### src/rtl/hw_ctrl_pkg.sv
// Shared definitions for the hardwired sequencer: console modes, opcodes,
// control-word bit map, FSM states and the per-opcode beat count.
package hw_ctrl_pkg;

    localparam int CTRL_W = 24;

    // Console mode encodings {SWC,SWB,SWA}
    localparam logic [2:0] SW_RUN  = 3'b000;
    localparam logic [2:0] SW_WMEM = 3'b001;
    localparam logic [2:0] SW_RMEM = 3'b010;
    localparam logic [2:0] SW_RREG = 3'b011;
    localparam logic [2:0] SW_WREG = 3'b100;

    // Opcodes (IR high field); 0 decodes as a two-beat no-op
    localparam int unsigned OP_ADD  = 1;
    localparam int unsigned OP_SUB  = 2;
    localparam int unsigned OP_AND  = 3;
    localparam int unsigned OP_INC  = 4;
    localparam int unsigned OP_LD   = 5;
    localparam int unsigned OP_ST   = 6;
    localparam int unsigned OP_JC   = 7;
    localparam int unsigned OP_JZ   = 8;
    localparam int unsigned OP_JMP  = 9;
    localparam int unsigned OP_OUTA = 10;
    localparam int unsigned OP_NOT  = 11;
    localparam int unsigned OP_MOV  = 12;
    localparam int unsigned OP_OR   = 13;
    localparam int unsigned OP_STP  = 14;
    localparam int unsigned OP_CMP  = 15;

    // Control-word bit indices
    localparam int B_LPC    = 0;
    localparam int B_LIR    = 1;
    localparam int B_PCINC  = 2;
    localparam int B_PCADD  = 3;
    localparam int B_DRW    = 4;
    localparam int B_SBUS   = 5;
    localparam int B_MBUS   = 6;
    localparam int B_LAR    = 7;
    localparam int B_ARINC  = 8;
    localparam int B_MEMW   = 9;
    localparam int B_SHORT  = 10;
    localparam int B_SELCTL = 11;
    localparam int B_LDC    = 12;
    localparam int B_LDZ    = 13;
    localparam int B_CIN    = 14;
    localparam int B_M      = 15;
    localparam int S_LSB    = 16;   // ALU function select S[3:0] at [19:16]
    localparam int S_W      = 4;
    localparam int B_ABUS   = 20;
    localparam int B_SAVEPC = 21;
    localparam int B_SPDEC  = 22;
    localparam int B_VECSEL = 23;

    localparam logic [CTRL_W-1:0] C_LPC    = CTRL_W'(1) << B_LPC;
    localparam logic [CTRL_W-1:0] C_LIR    = CTRL_W'(1) << B_LIR;
    localparam logic [CTRL_W-1:0] C_PCINC  = CTRL_W'(1) << B_PCINC;
    localparam logic [CTRL_W-1:0] C_PCADD  = CTRL_W'(1) << B_PCADD;
    localparam logic [CTRL_W-1:0] C_DRW    = CTRL_W'(1) << B_DRW;
    localparam logic [CTRL_W-1:0] C_SBUS   = CTRL_W'(1) << B_SBUS;
    localparam logic [CTRL_W-1:0] C_MBUS   = CTRL_W'(1) << B_MBUS;
    localparam logic [CTRL_W-1:0] C_LAR    = CTRL_W'(1) << B_LAR;
    localparam logic [CTRL_W-1:0] C_ARINC  = CTRL_W'(1) << B_ARINC;
    localparam logic [CTRL_W-1:0] C_MEMW   = CTRL_W'(1) << B_MEMW;
    localparam logic [CTRL_W-1:0] C_SHORT  = CTRL_W'(1) << B_SHORT;
    localparam logic [CTRL_W-1:0] C_SELCTL = CTRL_W'(1) << B_SELCTL;
    localparam logic [CTRL_W-1:0] C_LDC    = CTRL_W'(1) << B_LDC;
    localparam logic [CTRL_W-1:0] C_LDZ    = CTRL_W'(1) << B_LDZ;
    localparam logic [CTRL_W-1:0] C_CIN    = CTRL_W'(1) << B_CIN;

    // Interrupt entry groups: push PC, then load PC from the vector
    localparam logic [CTRL_W-1:0] INT_SAVE = (CTRL_W'(1) << B_SAVEPC) | (CTRL_W'(1) << B_SPDEC);
    localparam logic [CTRL_W-1:0] VEC_SEL  = C_LPC | (CTRL_W'(1) << B_VECSEL);

    typedef enum logic [2:0] {
        S_IDLE, S_CONS, S_LDPC, S_RUN, S_INT, S_HALT
    } state_t;

    // ALU operation driven onto ABUS with the given mode and function select
    function automatic logic [CTRL_W-1:0] alu_op(input logic m, input logic [S_W-1:0] s);
        logic [CTRL_W-1:0] w;
        w = '0;
        w[B_M]              = m;
        w[S_LSB +: S_W]     = s;
        w[B_ABUS]           = 1'b1;
        return w;
    endfunction

    // Beats per instruction including fetch
    function automatic int unsigned nb_of(input int unsigned op);
        case (op)
            OP_LD, OP_ST: return 3;
            default:      return 2;
        endcase
    endfunction

endpackage

### src/rtl/hw_ctrl_decode.sv
// Combinational control-word decode for the beat about to execute.
module hw_ctrl_decode
    import hw_ctrl_pkg::*;
#(
    parameter int OPW = 4,
    parameter int BW  = 3
) (
    input  state_t            state,
    input  logic [BW-1:0]     beat,
    input  logic [OPW-1:0]    op,
    input  logic              c_s,
    input  logic              z_s,
    input  logic [2:0]        sw_q,
    input  logic              st0,
    output logic [CTRL_W-1:0] ctrl
);

    logic [CTRL_W-1:0] e2, e3;

    // Execute-beat words per opcode (beat 2 and beat 3)
    always_comb begin
        e2 = '0;
        e3 = '0;
        case (op)
            OPW'(OP_ADD):  e2 = alu_op(1'b0, 4'b1001) | C_CIN | C_DRW | C_LDC | C_LDZ;
            OPW'(OP_SUB):  e2 = alu_op(1'b0, 4'b0110) | C_DRW | C_LDC | C_LDZ;
            OPW'(OP_AND):  e2 = alu_op(1'b1, 4'b1011) | C_DRW | C_LDZ;
            OPW'(OP_INC):  e2 = alu_op(1'b0, 4'b0000) | C_DRW | C_LDC | C_LDZ;
            OPW'(OP_LD): begin
                e2 = alu_op(1'b1, 4'b1010) | C_LAR;
                e3 = C_MBUS | C_DRW;
            end
            OPW'(OP_ST): begin
                e2 = alu_op(1'b1, 4'b1111) | C_LAR;
                e3 = alu_op(1'b1, 4'b1010) | C_MEMW;
            end
            OPW'(OP_JC):   e2 = c_s ? C_PCADD : '0;
            OPW'(OP_JZ):   e2 = z_s ? C_PCADD : '0;
            OPW'(OP_JMP):  e2 = alu_op(1'b1, 4'b1111) | C_LPC;
            OPW'(OP_OUTA): e2 = alu_op(1'b1, 4'b1010);
            OPW'(OP_NOT):  e2 = alu_op(1'b1, 4'b0000) | C_DRW | C_LDZ;
            OPW'(OP_MOV):  e2 = alu_op(1'b1, 4'b1010) | C_DRW;
            OPW'(OP_OR):   e2 = alu_op(1'b1, 4'b1110) | C_DRW | C_LDZ;
            OPW'(OP_CMP):  e2 = alu_op(1'b0, 4'b0110) | C_LDC | C_LDZ;
            OPW'(OP_STP):  e2 = '0;
            default:       e2 = '0;
        endcase
    end

    // Select the word for the state/beat being entered
    always_comb begin
        ctrl = '0;
        case (state)
            S_CONS: begin
                case (sw_q)
                    SW_WREG: ctrl = C_DRW | C_SBUS | C_SELCTL;
                    SW_RREG: ctrl = C_SELCTL;
                    SW_RMEM: ctrl = st0 ? (C_MBUS | C_ARINC | C_SHORT)
                                        : (C_LAR | C_SBUS | C_SHORT);
                    SW_WMEM: ctrl = st0 ? (C_MEMW | C_SBUS | C_ARINC | C_SHORT)
                                        : (C_LAR | C_SBUS | C_SHORT);
                    default: ctrl = '0;
                endcase
            end
            S_LDPC: ctrl = C_LPC | C_SBUS;
            S_INT:  ctrl = (beat == BW'(1)) ? INT_SAVE : VEC_SEL;
            S_RUN: begin
                if (beat == BW'(1))      ctrl = C_LIR | C_PCINC;
                else if (beat == BW'(2)) ctrl = e2;
                else if (beat == BW'(3)) ctrl = e3;
                else                     ctrl = '0;
            end
            default: ctrl = '0;
        endcase
    end

endmodule

### src/rtl/hw_seq_ctrl.sv
// Hardwired sequencer: owns state, beat counter, flag sample and the
// registered outputs. Every output describes the beat executing in the
// cycle it is presented, so all of them are computed from the next state.
module hw_seq_ctrl
    import hw_ctrl_pkg::*;
#(
    parameter int OPW       = 4,
    parameter int MAX_BEATS = 4,
    parameter int NREG      = 4,
    parameter int RSW       = 2,
    parameter int CW        = 24
) (
    input  logic                 T3,
    input  logic                 CLR,
    input  logic [2:0]           SW,
    input  logic                 GO,
    input  logic                 STEP_MODE,
    input  logic [OPW-1:0]       IR_OP,
    input  logic                 C,
    input  logic                 Z,
    input  logic                 IRQ,
    input  logic                 IE,
    output logic [CW-1:0]        CTRL,
    output logic [MAX_BEATS-1:0] BEAT,
    output logic [RSW-1:0]       REG_IDX,
    output logic                 ST0,
    output logic                 STOP,
    output logic                 IACK
);

    localparam int BW = $clog2(MAX_BEATS + 1);

    if (MAX_BEATS < 3) begin : g_err_beats
        $error("MAX_BEATS must be at least 3");
    end
    if (NREG < 2 || (NREG & (NREG - 1)) != 0 || RSW != $clog2(NREG)) begin : g_err_nreg
        $error("NREG must be a power of two >= 2 with RSW = clog2(NREG)");
    end
    if (CW != CTRL_W || OPW < 4) begin : g_err_width
        $error("CW must match the package control-word map and OPW must be >= 4");
    end
    for (genvar g = 0; g < 2**OPW; g++) begin : g_nb
        if (nb_of(g) < 2 || nb_of(g) > MAX_BEATS) begin : g_err
            $error("beat count out of range for an opcode");
        end
    end

    state_t                state_q, state_d;
    logic [BW-1:0]         beat_q, beat_d, nb_cur;
    logic                  st0_q, st0_d;
    logic [RSW-1:0]        reg_q, reg_d;
    logic [2:0]            sw_q;
    logic                  sw_chg, open_b2, c_use, z_use;
    logic [1:0]            cz_q;
    logic [CTRL_W-1:0]     ctrl_d;
    logic [MAX_BEATS-1:0]  beat_oh_d;
    logic [CW-1:0]         ctrl_q;
    logic [MAX_BEATS-1:0]  beat_oh_q;
    logic                  stop_q, iack_q;

    assign nb_cur = BW'(nb_of(32'(IR_OP)));
    assign sw_chg = (SW != sw_q);

    // Flags are captured at the edge that opens beat 2; that beat's word
    // uses the live value, any later beat uses the captured one.
    assign open_b2 = (state_d == S_RUN) && (beat_d == BW'(2));
    assign c_use   = open_b2 ? C : cz_q[1];
    assign z_use   = open_b2 ? Z : cz_q[0];

    // Next-state, beat, phase-flag and register-index logic
    always_comb begin
        state_d = state_q;
        beat_d  = beat_q;
        st0_d   = st0_q;
        reg_d   = reg_q;
        case (state_q)
            S_IDLE: begin
                if (sw_chg) begin
                    st0_d = 1'b0;
                    reg_d = '0;
                end else if (GO) begin
                    case (sw_q)
                        SW_WREG, SW_RREG: state_d = S_CONS;
                        SW_RMEM, SW_WMEM: begin
                            state_d = S_CONS;
                            st0_d   = 1'b1;
                        end
                        SW_RUN: begin
                            if (st0_q) begin
                                state_d = S_RUN;
                                beat_d  = BW'(1);
                            end else begin
                                state_d = S_LDPC;
                                st0_d   = 1'b1;
                            end
                        end
                        default: ;
                    endcase
                end
            end
            S_CONS: begin
                state_d = S_IDLE;
                if (sw_chg) begin
                    st0_d = 1'b0;
                    reg_d = '0;
                end else if (sw_q == SW_WREG || sw_q == SW_RREG) begin
                    reg_d = reg_q + RSW'(1);
                end
            end
            S_LDPC: begin
                state_d = S_RUN;
                beat_d  = BW'(1);
            end
            S_RUN: begin
                if (beat_q >= nb_cur) begin
                    if (IR_OP == OPW'(OP_STP)) begin
                        state_d = S_HALT;
                        beat_d  = '0;
                    end else if (IRQ && IE) begin
                        state_d = S_INT;
                        beat_d  = BW'(1);
                    end else if (STEP_MODE) begin
                        state_d = S_IDLE;
                        beat_d  = '0;
                    end else if (sw_q != SW_RUN) begin
                        // a mode change made while running lands here
                        state_d = S_IDLE;
                        beat_d  = '0;
                        st0_d   = 1'b0;
                        reg_d   = '0;
                    end else begin
                        beat_d  = BW'(1);
                    end
                end else begin
                    beat_d = beat_q + BW'(1);
                end
            end
            S_INT: begin
                if (beat_q == BW'(1)) begin
                    beat_d = BW'(2);
                end else begin
                    state_d = S_RUN;
                    beat_d  = BW'(1);
                end
            end
            S_HALT: begin
                if (sw_chg || (GO && sw_q != SW_RUN)) begin
                    state_d = S_IDLE;
                    st0_d   = 1'b0;
                    reg_d   = '0;
                end else if (GO) begin
                    state_d = S_RUN;
                    beat_d  = BW'(1);
                end
            end
            default: begin
                state_d = S_IDLE;
                beat_d  = '0;
            end
        endcase
    end

    // One-hot beat indicator for the beat being entered
    always_comb begin
        beat_oh_d = '0;
        for (int i = 0; i < MAX_BEATS; i++) begin
            if (beat_d == BW'(i + 1)) beat_oh_d[i] = 1'b1;
        end
    end

    hw_ctrl_decode #(.OPW(OPW), .BW(BW)) u_dec (
        .state (state_d),
        .beat  (beat_d),
        .op    (IR_OP),
        .c_s   (c_use),
        .z_s   (z_use),
        .sw_q  (sw_q),
        .st0   (st0_q),
        .ctrl  (ctrl_d)
    );

    // Mode switches are sampled every cycle, reset included, so leaving
    // reset never looks like a mode change
    always_ff @(posedge T3) begin
        sw_q <= SW;
    end

    // State, flag sample and registered outputs
    always_ff @(posedge T3) begin
        if (CLR) begin
            state_q   <= S_IDLE;
            beat_q    <= '0;
            st0_q     <= 1'b0;
            reg_q     <= '0;
            cz_q      <= '0;
            ctrl_q    <= '0;
            beat_oh_q <= '0;
            stop_q    <= 1'b1;
            iack_q    <= 1'b0;
        end else begin
            state_q   <= state_d;
            beat_q    <= beat_d;
            st0_q     <= st0_d;
            reg_q     <= reg_d;
            if (open_b2) cz_q <= {C, Z};
            ctrl_q    <= CW'(ctrl_d);
            beat_oh_q <= beat_oh_d;
            stop_q    <= !(state_d inside {S_LDPC, S_RUN, S_INT});
            iack_q    <= (state_d == S_INT) && (beat_d == BW'(2));
        end
    end

    assign CTRL    = ctrl_q;
    assign BEAT    = beat_oh_q;
    assign REG_IDX = reg_q;
    assign ST0     = st0_q;
    assign STOP    = stop_q;
    assign IACK    = iack_q;

endmodule

### config.mk
export PLATFORM = sky130hd
export DESIGN_NAME = hw_seq_ctrl
export DESIGN_NICKNAME = d
export VERILOG_FILES = /design/src/rtl/hw_ctrl_pkg.sv /design/src/rtl/hw_ctrl_decode.sv /design/src/rtl/hw_seq_ctrl.sv
export SDC_FILE = /design/constraint.sdc
export NUM_CORES = 1
export LEC_CHECK = 0
export ABC_AREA = 1
export CORE_MARGIN = 5
export CORE_UTILIZATION = 40
export DETAILED_ROUTE_END_ITERATION = 8
export DONT_BUFFER_PORTS = 1
export HOLD_SLACK_MARGIN = 0.15
export PLACE_DENSITY = 0.59
export SLEW_MARGIN = 10
export SYNTH_ARGS = -nofsm -noshare
export SYNTH_HDL_FRONTEND = slang
export SYNTH_SLANG_ARGS = --single-unit
### constraint.sdc
create_clock -name T3 -period 3.1 [get_ports T3]
set_clock_uncertainty 0.15 [all_clocks]
set_input_delay 0.31 -clock T3 [delete_from_list [all_inputs] [get_ports T3]]
set_output_delay 0.31 -clock T3 [all_outputs]
set_load 0.02 [all_outputs]
==> Word-level counts from Yosys, hierarchy flattened <==
Cells that the tools add are included.
{ "word_totals": {"ff_bits": 44, "output_inout_bits": 33, "elab_cells": 141} }
{ "classes": {"add_sub_neg": 2, "n_lt_le_gt_ge": 1, "n_eq_ne": 45, "n_mux": 66, "reduce_logical": 17} }
{ "op_table": {"columns": ["cell", "count"], "rows": [
  ["$pmux 24 s14", 1],
  ["$pmux 24 s4", 2],
  ["$mux 24", 3],
  ["$mux 3", 17],
  ["$pmux 21 s2", 1],
  ["$eq 4x4->1 const B", 8],
  ["$eq 3x2->1 const B", 8],
  ["$mux 1", 22],
  ["$mux 21", 1],
  ["$mux 2", 10],
  ["$pmux 3 s6", 1],
  ["$eq 4x3->1 const B", 4],
  ["$ne 2x2->1 const B", 8],
  ["$eq 3x1->1 const B", 5],
  ["$eq 3x3->1 const B", 5],
  ["$pmux 3 s5", 1],
  ["$mux 10", 1],
  ["$reduce_and 10->1", 1],
  ["$mux 9", 1],
  ["$ne 3x3->1 const B", 3],
  ["$reduce_and 9->1", 1],
  ["$eq 4x2->1 const B", 2],
  ["$mux 4", 2],
  ["$pmux 2 s4", 1],
  ["16 further kinds", 22]
]} }

==> Logic depth before layout (Yosys ltp) <==
{ "depth": {"ltp_word": 15, "mapped_depth": 20} }

==> Cells and area by module <==
Synthesis repeated with hierarchy kept, for this count alone.
{ "unflattened": {"hier_cells": 406, "area_unflattened_um2": 2613.8} }
{ "by_module_without_submodules": {"columns": ["module", "n_inst", "cells_per_inst", "area_per_inst_um2", "seq_area_each_um2"], "rows": [
  ["hw_seq_ctrl", 1, 281, 2029.4, 880.8],
  ["hw_ctrl_decode", 1, 125, 584.3, 0.0]
]} }

==> Worst setup path after synthesis <==
OpenSTA, ideal clock, no wires.
{ "synth_timing": {"kind": "in2reg", "startpoint": "input port IR_OP[0]", "endpoint": "register ctrl_q[16] (netlist: CTRL[16])", "t_arrival_ps": 2231, "path_slack_ps": 644, "stages": 18, "path_cell_list": "inv_1 -> nor2_1 -> nor2_1 -> nor2_1 -> ha_1 -> inv_1 -> nand2_1 -> nand2_1 -> nand2_1 -> nand2_1 -> nor2_1 -> a21oi_2 -> nand3_4 -> nor2_4 -> nand2_2 -> nor2_4 -> nand2_2 -> a31oi_2"} }
{ "synth_between": {"elab_chain_cells": 11, "word_cells_on_any_way": 36} }
{ "synth_rtl": {"columns": ["element", "line", "source"], "rows": [
  ["start, declared", "hw_seq_ctrl.sv:18", "input logic [OPW-1:0] IR_OP,"],
  ["$eq 4x3->1", "hw_ctrl_pkg.sv:91, hw_ctrl_decode.sv:24", null],
  ["$reduce_or 2->1", "hw_ctrl_pkg.sv:91", "case (op)"],
  ["$mux 1", "hw_ctrl_pkg.sv:91", null],
  ["$ge 3x3->1", "hw_seq_ctrl.sv:115", "if (beat_q >= nb_cur) begin"],
  ["$mux 3", "hw_seq_ctrl.sv:115", null],
  ["$pmux 3 s6", "hw_seq_ctrl.sv:76", "case (state_q)"],
  ["$eq 3x2->1", "hw_ctrl_decode.sv:70", "else if (beat == BW'(3)) ctrl = e3;"],
  ["$mux 21", "hw_ctrl_decode.sv:70", null],
  ["$mux 24", "hw_ctrl_decode.sv:69", "else if (beat == BW'(2)) ctrl = e2;"],
  ["$mux 24", "hw_ctrl_decode.sv:68", "if (beat == BW'(1)) ctrl = C_LIR | C_PCINC;"],
  ["$pmux 24 s4 *", "hw_ctrl_decode.sv:53", "case (state)"],
  ["end signal, assigned", "hw_seq_ctrl.sv:206", "ctrl_q <= CW'(ctrl_d);"],
  ["end, declared", "hw_seq_ctrl.sv:57", "logic [CW-1:0] ctrl_q;"]
]} }
Mark *: on every way between the ends. The rest lies on a longest branch, timed or not.
A chain may end at the register's enable or synchronous reset.

==> Worst setup path after layout <==
{ "layout_timing": {"startpoint": "input port IR_OP[0]", "endpoint": "register ctrl_q[4] (netlist: CTRL[4])"} }
The elaborated chain is that of the path after synthesis.

==> qor.csv <==
metric;value;unit
p_leak;1.24;nW
setup_viol;0;
avgSynthCellArea;6.89;um^2
yosysTopAreaCell;dfxtp_1;
synth_seq_area_share;34.6;%
clockPowerShare;34.9;%
cts_tree;done;
crit_arrival;2.58;ns
grt_max_degree;22;
grt_pass1_vias;2152;
required;3.15;ns
p_sw_share;28.4;%
ios;48;
dieArea;0.00774;mm^2
fin_ws;0.569;ns
cts_root_buf;clkbuf_8;
timing.hold.ws;0.169;ns
syn-num-nets;371;
status;completed;
hold_viol;0;
die_w;88;um
cap_viol_max_count;0;
ys_warn_count;0;
stdcell_area;0.00269;mm^2
synthesis.area;0.00243;mm^2
cts_resized;0;
rows;28;
syn_inst;353;
core;0.00592;mm^2
grt_overflow_total;0;
drt_iter0_markers;235;
rsz0062_at_grt;false;
finalNetCount;381;
synth_area_leaders;dfxtp_1 (35%), nand2_1 (12%), nor2_1 (8.5%);
p_sw;0.341;mW
place.gp.congestion;0.945;
hp-class;input port to flop;
period_share;81.6;%
cts_buffers;5;
final.min_clock_period;2.53;ns
grt_pass1_wl;10200;um
ys_types;40;
cts_max_path_buffers;2;
syn_to_final_growth;10.4;%
crit_fanout;6;
cts.sinks;42;
fp.dieH;88;um
ys_ff_latch;42;
utilization;45.4;%
ant_nets;0;
antenna_found_initial;0;
setup_tns;0;ns
start_util;41.1;%
crit_path_start_kind;input port;
clkTransAtPathRegs;0.08;ns
via_per_inst;5.25;
clock_latency;0.29;ns
worstSetupPathType;input port to flop;
placed_area;0.00250;mm^2
pre_cts_slack;0.318;ns
seq_power_share;48.1;%
synth_ff_type;dfxtp_1;
cts-htree-levels;2;
fmax;0.395;GHz
endpoint_kind;flop;
rrSetupSlack;0.61;ns
firstDrtPassIters;5;
grt.total_usage;16.9;%
worst_pin_slew;0.868;ns
num_vias;2304;
drive_gt1_share;15.1;%
max_slew_margin;41.9;%
power_density;447;mW/mm^2
diodes;0;
async_flop_share;0;%
synth_top_area_share;34.6;%
io_buffers;0;
synth-edff-count;0;
comb_power_share;17.0;%
drc;0;
post-dp-hpwl;4900;um
routed_wl;6200;um
internal-power;0.859;mW
slew_violations;0;
wl_per_cell;14.1;um
peakVddDrop;0.326;mV
[power groups by stage]
stage / combinational [mW] / clock [mW] / sequential, mW
2_1_floorplan: 0.160 / 0 / 0.585
3_3_place_gp: 0.189 / 0 / 0.590
3_5_place_dp: 0.189 / 0 / 0.590
4_1_cts: 0.203 / 0.441 / 0.577
5_1_grt: 0.229 / 0.460 / 0.579
6_report: 0.204 / 0.419 / 0.577
[worst paths after layout]
path / from / end / cells after the start
worst max register to register: beat_q[1] / CTRL[4] / 12
worst max-delay path: IR_OP[0] / CTRL[4] / 18
worst min-delay path: IR_OP[3] / CTRL[14] / 3
worst min register to register: cz_q[1] / cz_q[1] / 4
[Yosys cell counts, drive strengths merged (2+ instances only)]
library cell  count
nand2            86
nor2             68
o21ai            14
nor3b             2
a31oi             3
dfxtp            42
nand4             7
a21oi            19
o211ai            2
buf               4
ha                3
inv              50
nand3            28
nor4              5
nor3             10
[worst max-delay path: stages]
cell and delay [ns]:
inv_1 0.04, nor2_1 0.25, nor2_1 0.13, nor2_1 0.20
ha_1 0.27, inv_1 0.05, nand2_1 0.04, nand2_1 0.07
nand2_1 0.06, nand2_1 0.10, nor2_1 0.07, a21oi_2 0.22
nand3_4 0.16, nor2_4 0.17, nand2_2 0.10, nor2_1 0.14
o21bai_1 0.08, a21oi_1 0.13
[state kept, by name, indices dropped and copies added, names as in the netlist]
signal   flops
cz_q         2
BEAT         4
CTRL        22
IACK         1
ST0          1
sw_q         3
REG_IDX      2
state_q      3
beat_q       3
STOP         1
[cells in the final DEF (no fill, tap or decap), types with 2 or more instances in the layout]
cell type      count
clkbuf_1           2
nand2_1           77
o21ai_0           10
o211ai_1           2
a21oi_1           15
dlygate4sd3_1      8
nor2_4             6
nor2_2             4
nor3_1            10
nand4_2            2
inv_1             39
o21ai_1            4
nand4_1            5
nand3_1           22
a31oi_2            2
nand3_2            5
a21oi_2            4
nor4_1             5
inv_2             10
clkbuf_8           5
nor3b_1            2
nor2_8             3
ha_1               3
nand2_2            8
nor2_1            55
dfxtp_1           42
[stage by stage]
stage / cells / power, mW
2_1_floorplan: 353 / 0.744
3_3_place_gp: 423 / 0.779
3_5_place_dp: 423 / 0.779
4_1_cts: 439 / 1.22
5_1_grt: 439 / 1.27
6_report: 439 / 1.20
[area by class of cell]
cell class / count / area [um^2]
inverter: 51 / 195
multi-input combinational: 255 / 1370
sequential: 42 / 841
clock buffer: 7 / 76.3
fill: 589 / 3230
clock inverter: 1 / 30.0
timing repair buffer: 8 / 80.1
tap: 75 / 93.8
[what timing repair did]
| action | 4_1_cts | 5_1_grt |
|---|---|---|
| hold buffers | 8 | 0 |
| setup buffers | 0 | 0 |
| hold endpoints to repair | 30 | 0 |
[cells by family after synthesis]
family	synth area share (%)
and+or+nand+nor	43.5
DFF	34.6
AOI/OAI and AO/OA	10.5
buffers and inverters	9.15
xor gates and xnor gates	0.669
adders and majority gates	1.54
[per-layer routing]
layer	global-route usage, %	wire length, um
met3	3.29	365
met1	23.3	2890
met5	0	0
met2	26.2	2850
met4	5.86	95
Power figures use the tool's default switching activity.
==> edit (config.mk and constraints unchanged) <==
`OPW` is set to 4 in 2 places; all go to 6.
--- a/src/rtl/hw_ctrl_decode.sv
+++ b/src/rtl/hw_ctrl_decode.sv
@@ -2,7 +2,7 @@
 module hw_ctrl_decode
     import hw_ctrl_pkg::*;
 #(
-    parameter int OPW = 4,
+    parameter int OPW = 6,
     parameter int BW  = 3
 ) (
     input  state_t            state,
--- a/src/rtl/hw_seq_ctrl.sv
+++ b/src/rtl/hw_seq_ctrl.sv
@@ -4,7 +4,7 @@
 module hw_seq_ctrl
     import hw_ctrl_pkg::*;
 #(
-    parameter int OPW       = 4,
+    parameter int OPW       = 6,
     parameter int MAX_BEATS = 4,
     parameter int NREG      = 4,
     parameter int RSW       = 2,
Ports: changed (resized IR_OP); port bits go from 48 to 50. The function was not compared with the original's and may differ.
==> edit against the original RTL <==
- sequential cell count stayed put
- synthesized area shrank 4.3%
- power shrank 0.37%
- die area down 3.8%
- routed wire length decreased by 2.7%
- global-route usage fell by 0.26 points
- design area down 3.4%
- worst setup slack worse by 35 ps
- critical path type unchanged
- largest cell class unchanged
- largest power group unchanged
==> edit: results (changes against the original RTL) <==
ant diodes 0 (unchanged); Antenna Violating Nets Remaining 0 (unchanged); largest net degree at the start of global routing 18 (-18%); Top FF cell, synth dfxtp_1; Layout Nets 373 (-2.1%); outcome finished clean; clock root buffer clkbuf_8; clk slew on worst S/H paths 80 ps (about the same); most frequent cells after synthesis nand2_1, nor2_1, dfxtp_1, inv_1, nand3_1; fillers 568 (-3.6%); post-cts gate resize count 0 (unchanged); Max Root-Sink Buffers 2 (unchanged); Max FO, Critical Path 7 (+1); max FFs per register 22 (unchanged); end point of the critical path CTRL[15]$_SDFF_PP0_; Synth async-reset ratio 0% (unchanged); Post-CTS Setup Inserts 0 (unchanged); total CTS buffers 5 (unchanged); Worst R2R Path Depth 13 (+1); R2R Path Start beat_q[0]$_SDFF_PP0_; critical path startpoint IR_OP[5]; Placer Congestion 0.966 (+2.2%); Distinct cells, synth 36 (-10%); Critical Path AT 2630 ps (+50 ps); Leak 1.16 nW (-6.3%); vias in the first global route 2095 (-2.6%); DP Cell Count 411 (-2.8%); RR Endpoint REG_IDX[1]$_SDFFE_PP0P_; sequential fraction of the synthesis area 36.1% (+1.5 points); FF-to-FF setup slack 560 ps (-50 ps); fraction of layout cells with a size suffix above 1 15.9% (+0.75 points); Mapped Nets 361 (-2.7%); actual slew at the worst max-slew pin 689 ps (-179 ps); post-synthesis cell count 341 (-3.4%); DP Area 2410 um^2 (-3.5%); ranking of synthesized cells by area dfxtp_1, nand2_1, nor2_1; first-pass GRT wire length 9930 um (-2.6%); # hold bufs at CTS 7 (-1); DP HPWL 4770 um (-2.6%); initial antenna violation count 0 (unchanged); Initial DRT Pass Iterations 5 (unchanged); hold crit path type primary input to register; DR iter-0 viols 150 (-36%); Port Buf Inserts 0 (unchanged); Total GRT Usage 16.6% (-0.26 points); vias 2162 (-6.2%); DRT Wirelength 6030 um (-2.7%); Clock Latency Late Sink 290 ps (about the same); VDD IR max 0.252 mV (-23%); Yosys warning total 0 (unchanged); DR WL/cell 14.2 um (+0.46%)
## edit: cell count changes after synthesis, sizes merged, moves of 2 or more
| cell | change |
|---|---|
| o21ai | -8 |
| nand4 | +5 |
| nor3 | +7 |
| nand3 | -2 |
| a21oi | -2 |
| nor2 | -13 |
| nand2 | +3 |
## edit: through the flow
step	setup WS, ps	util, %
final	534	46.6
after global routing	284	46.6
after CTS	536	46.6
after detailed placement	238	43.3
after global placement	280	43.3
after floorplan	353	-
## edit: worst min-delay path by stage
stage,startpoint,to,slack [ps],cells past startpoint
after floorplan,SW[0],sw_q[0]$_DFF_P_,190,0
after global placement,SW[0],sw_q[0]$_DFF_P_,190,0
after detailed placement,SW[1],sw_q[1]$_DFF_P_,190,0
after CTS,Z,cz_q[0]$_SDFFE_PP0N_,170,4
after global routing,IR_OP[0],CTRL[3]$_SDFF_PP0_,190,4
final,Z,cz_q[0]$_SDFFE_PP0N_,180,4
## edit: layout make-up
| type | instances | share of cell area (%) |
|---|---|---|
| Clock inverter | 1 | 1.16 |
| Timing Repair Buffer | 10 | 3.57 |
| Inverter | 51 | 7.67 |
| Sequential cell | 42 | 32.4 |
| Tap cell | 72 | 3.47 |
| Multi-Input combinational cell | 243 | 48.6 |
| Clock buffer | 6 | 3.18 |
## edit: power breakdown
part	switching [W]	total, W	internal, W
Sequential	0.0000235	0.000576	0.000553
Combinational	0.000127	0.000184	0.0000567
Clock	0.000178	0.000436	0.000258
## edit: worst max-delay path, stage by stage
cell,delay (ps)
nor2_2,100
nand3_1,170
inv_1,110
nand2_1,80
o21ai_1,120
ha_1,260
inv_1,60
nand2_1,40
nand2_1,50
nand2_1,140
nor3_1,170
nor2_1,50
nand2_1,50
nor2_1,50
nand2_2,150
inv_1,100
nor2_2,170
nand3_2,120
nand2_2,90
nand3_2,90
a21oi_1,150
## edit: cells by family after synthesis
family / after synthesis / share of synthesized area [%]
compound gates: 30 / 7.79
fa+ha+maj: 3 / 1.61
buf+inv: 56 / 9.83
simple gates: 209 / 44.3
xor+xnor: 1 / 0.376
flops: 42 / 36.1
## edit: layer usage
layer	global-route usage [%]	wire length, um	part of all wire, %	up-vias
met3	4.75	401	6.7	5
met2	26.8	2660	44	62
met4	3.82	48	0.80	0
li1	-	-	-	1122
met5	0	0	0	-
met1	22.1	2910	48	973
